==> src/rtl/immediate_select.sv <==
// Immediate generator for the RV32IM decode stage.
// Produces the U/J/S/B/I/shift immediate combinationally from the raw
// instruction and a format select, and registers it into the ID/EX boundary.
module immediate_select (
    input  logic        CLK,
    input  logic        RESET,
    input  logic [31:0] INSTRUCTION,
    input  logic [3:0]  SELECT,
    output logic [31:0] OUTPUT,
    output logic [31:0] OUTPUT_Q
);

    localparam logic [2:0] FMT_U     = 3'b000;
    localparam logic [2:0] FMT_J     = 3'b001;
    localparam logic [2:0] FMT_S     = 3'b010;
    localparam logic [2:0] FMT_B     = 3'b011;
    localparam logic [2:0] FMT_I     = 3'b100;
    localparam logic [2:0] FMT_SHIFT = 3'b101;

    // Valid-bit masks for each extendable field width.
    localparam logic [31:0] MASK_J = 32'h001F_FFFF;
    localparam logic [31:0] MASK_B = 32'h0000_1FFF;
    localparam logic [31:0] MASK_12 = 32'h0000_0FFF;

    // Extends a right-aligned field: zero-extension keeps the field as is,
    // sign-extension fills every bit outside the mask with the field MSB.
    function automatic logic [31:0] extend_field(
        input logic [31:0] field,
        input logic [31:0] mask,
        input logic        sign,
        input logic        zext
    );
        logic [31:0] fill;
        fill = (zext) ? 32'h0 : ({32{sign}} & ~mask);
        return (field & mask) | fill;
    endfunction

    logic        zext;
    logic [31:0] imm_d;
    logic [31:0] imm_q;

    assign zext = SELECT[3];

    // Format decode: reassemble the scattered immediate bits and extend.
    always_comb begin
        imm_d = 32'h0;
        case (SELECT[2:0])
            FMT_U:     imm_d = {INSTRUCTION[31:12], 12'b0};
            FMT_J:     imm_d = extend_field({11'b0, INSTRUCTION[31], INSTRUCTION[19:12],
                                             INSTRUCTION[20], INSTRUCTION[30:21], 1'b0},
                                            MASK_J, INSTRUCTION[31], zext);
            FMT_S:     imm_d = extend_field({20'b0, INSTRUCTION[31:25], INSTRUCTION[11:7]},
                                            MASK_12, INSTRUCTION[31], zext);
            FMT_B:     imm_d = extend_field({19'b0, INSTRUCTION[31], INSTRUCTION[7],
                                             INSTRUCTION[30:25], INSTRUCTION[11:8], 1'b0},
                                            MASK_B, INSTRUCTION[31], zext);
            FMT_I:     imm_d = extend_field({20'b0, INSTRUCTION[31:20]},
                                            MASK_12, INSTRUCTION[31], zext);
            // Shift amount only; bit 30 (SRAI/SRLI) stays out of the immediate.
            FMT_SHIFT: imm_d = {27'b0, INSTRUCTION[24:20]};
            default:   imm_d = 32'h0;
        endcase
    end

    // ID/EX boundary register: loads every cycle, cleared asynchronously.
    always_ff @(posedge CLK or negedge RESET) begin
        if (!RESET) begin
            imm_q <= 32'h0;
        end else begin
            imm_q <= imm_d;
        end
    end

    assign OUTPUT   = imm_d;
    assign OUTPUT_Q = imm_q;

endmodule

==> config.mk <==
export PLATFORM = sky130hd
export DESIGN_NAME = immediate_select
export DESIGN_NICKNAME = d
export VERILOG_FILES = /design/src/rtl/immediate_select.sv
export SDC_FILE = /design/constraint.sdc
export NUM_CORES = 1
export LEC_CHECK = 0
export BUFFER_PORTS_ARGS = -buffer_cell sky130_fd_sc_hd__buf_2
export CAP_MARGIN = 20
export CORE_MARGIN = 3
export CORE_UTILIZATION = 39
export DETAILED_ROUTE_END_ITERATION = 10
export PLACE_DENSITY = 0.82
export REMOVE_ABC_BUFFERS = 1
export SYNTH_ARGS = -nofsm -noshare
export SYNTH_HDL_FRONTEND = slang
export SYNTH_SLANG_ARGS = --single-unit
==> constraint.sdc <==
create_clock -name CLK -period 1.15 [get_ports CLK]
set_clock_uncertainty 0.1 [all_clocks]
set_input_delay 0.0575 -clock CLK [delete_from_list [all_inputs] [get_ports CLK]]
set_output_delay 0.0575 -clock CLK [all_outputs]
set_load 0.02 [all_outputs]
==> results by group <==
Setup path
  • CP startpoint kind: primary input
  • Crit-path max FO: 5
  • Crit-path max cell delay: 0.40 ns
  • CP most frequent cell: buf_6
  • CP delay by family, top: simple AND/OR/NAND/NOR gates
  • Cell Chain, Critical Path: buf_8 > nand2b_4 > or3_4 > buf_6 > o21ai_2 > buf_6
  • Crit path arrival time: 1.09 ns
  • Crit. End Element: output port
  • Critical-path top delay cell: or3_4
  • Critical path class: in -> out
  • Worst path bufs/invs: 3
  • WP data required: 0.99 ns

STA
  • Slew Limit Headroom: 75.5%
  • Hold WS: -0.121 ns
  • Fin crit period: 1.25 ns
  • Final Cycle Share: 109%
  • Max Clk Rate: 800 MHz
  • Final Slew Violations: 0
  • Final hold vios: 16
  • Setup ws final: -0.0996 ns
  • Worst-Margin Slew: 0.368 ns
  • RSZ-0062 raised after global routing: yes
  • Final setup viols: 19

Global route
  • Antenna violations before repair: 1
  • Gr usage total: 24.6%
  • Grt ovf: 0
  • Vias in the first global route: 1,544
  • First-pass GRT wire length: 7.60 mm
  • Largest net degree at the start of global routing: 21

Synthesis
  • Post-synth EDFFs: 0
  • Most used DFF post-synth: dfrtp_1
  • Synth top area share: 59.4%
  • Cell with the most instances after synthesis: dfrtp_1
  • Yosys cell types: 30
  • Top cells by area, synth: dfrtp_1, o21ai_2, a211o_1
  • Yosys top cell by area: dfrtp_1
  • Post-synth ARST share: 100%
  • Mapped Cells: 114
  • Total number of yosys warnings: 0
  • Post-synthesis sequential area ratio: 59.4%
  • FF+latch count, synth: 32
  • Commonest cells post-synth: dfrtp_1, a21oi_1, o21ai_2
  • Synthesized area per cell: 11.8 um^2
  • Mapped cell area: 0.00135 mm^2

Power
  • Leakage: 0.00146 uW
  • Worst vdd ir: 0.000806 V
  • Power density cells: 1170 mW/mm^2
  • Overall Power: 3090 uW

Final layout
  • Max reg flops: 32
  • Post-layout net count: 288
  • Share of cells above drive strength 1: 67.3%
  • Area Overhead vs Synth: 96.8%

CTS
  • Clk sink count: 32
  • CTS root buffer: clkbuf_4
  • Clock slew at reported path FFs: 0.10 ns
  • Clk buf depth: 2
  • CTS Buf Count: 5
  • CTS tree: built
  • Hold bufs inserted after CTS: 6
  • Htree depth: 2

Floorplanning
  • Die Span Y: 64.8 um
  • Die width: 64.8 um
  • Core Area: 0.00318 mm^2
  • Initial Util: 42.4%
  • I/O pin cnt: 102
  • Full die area: 0.00420 mm^2
  • Core Rows: 20

Status
  • Failing checks: hold timing, setup timing
  • Status: complete, but fails checks

Place
  • Detail Placement HPWL: 3.10 mm
  • GPL Wtd Cong: 0.807
  • Number of buffers added on ports: 94

Route
  • Vias post-DR: 1,514
  • Total wire length: 5.53 mm
  • Drt drc: 0
  • Via/cell ratio: 5.11
  • Starting DRT DRC Count: 81
  • Final ANT Viol Nets: 0
  • Post-DR wirelength/cell: 18.7 um
  • Drt first pass iters: 4

Worst hold path
  • Min-Delay Path Class: in -> reg

Flow run
  • Max Cap Viol: 0
==> metrics by stage <==
step	setup slack [ns]	area [um^2]	TNS (ns)	instances	utilization, %
3_5_place_dp	-0.162	2010	-3.68	265	63.3
4_1_cts	-0.0742	2480	-0.739	286	77.9
5_1_grt	-0.110	2660	-1.69	296	83.5
2_1_floorplan	-0.317	1300	-2.84	106	-
6_report	-0.0996	2660	-1.10	296	83.5
3_3_place_gp	-0.152	2010	-3.35	265	63.3
==> kinds of logic (layout without fill, tap and decap cells) <==
family	count (synthesis)	in the layout	synth area share [%]
AND/OR/NAND/NOR	27	27	12.9
AO/OA/AOI/OAI	42	42	21.4
XOR/XNOR	1	1	0.649
buffers and inverters	10	147	3.99
multiplexers	1	1	0.835
adder cells (fa/ha/maj)	1	1	0.835
other	0	1	0
flip-flops	32	32	59.4
==> worst paths after layout <==
check / end / from / slack [ns] / cells after the start
min in group asynchronous: OUTPUT_Q[3]$_DFF_PN0_ / RESET / 0.12 / 2
max in group asynchronous: OUTPUT_Q[18]$_DFF_PN0_ / RESET / 0.39 / 3
worst min-delay path: OUTPUT_Q[7]$_DFF_PN0_ / INSTRUCTION[27] / -0.12 / 2
worst max-delay path: OUTPUT[23] / SELECT[3] / -0.1 / 6
==> routing by layer <==
layer / GRT usage, % / vias to the layer above / wire [um]
li1: - / 674 / -
met1: 24.8 / 731 / 1900
met2: 45.0 / 86 / 3090
met3: 6.07 / 23 / 292
met4: 14.8 / 0 / 244
met5: 0 / - / 0
==> what timing repair did <==
item | 4_1_cts | 5_1_grt
endpoints found under the setup margin | 29 | 34
setup buffers | 6 | 9
gates resized for setup | 71 | 29
pin swaps | 13 | 14
endpoints found under the hold margin | 59 | 18
gates cloned | 1 | 0
==> cell type report <==
type | count | area [um^2]
clock buffer | 6 | 41.3
multi-input combinational | 72 | 652
sequential | 32 | 801
tap | 44 | 55.1
timing repair buffer | 137 | 1060
fill | 180 | 523
inverter | 2 | 7.51
clock inverter | 2 | 35.0
antenna | 1 | 2.50
==> cell usage in the layout (no fill, tap or decap), types with 3 or more instances in the layout <==
master	count
a211o_1	8
a21oi_1	10
and2_4	6
buf_12	3
buf_2	62
buf_4	34
buf_6	28
buf_8	4
clkbuf_4	5
dfrtp_1	32
dlygate4sd3_1	6
nand2_1	6
o21ai_0	4
o21ai_1	5
o21ai_2	3
o21ai_4	7
==> where the power goes <==
part           total [uW]  switching, uW  internal (uW)  leakage, uW
Combinational        1010            543            467      0.00100
Clock                 859            403            455    0.0000422
Sequential           1230           23.9           1200     0.000418
Note: power is estimated with default switching activity, not from simulation.
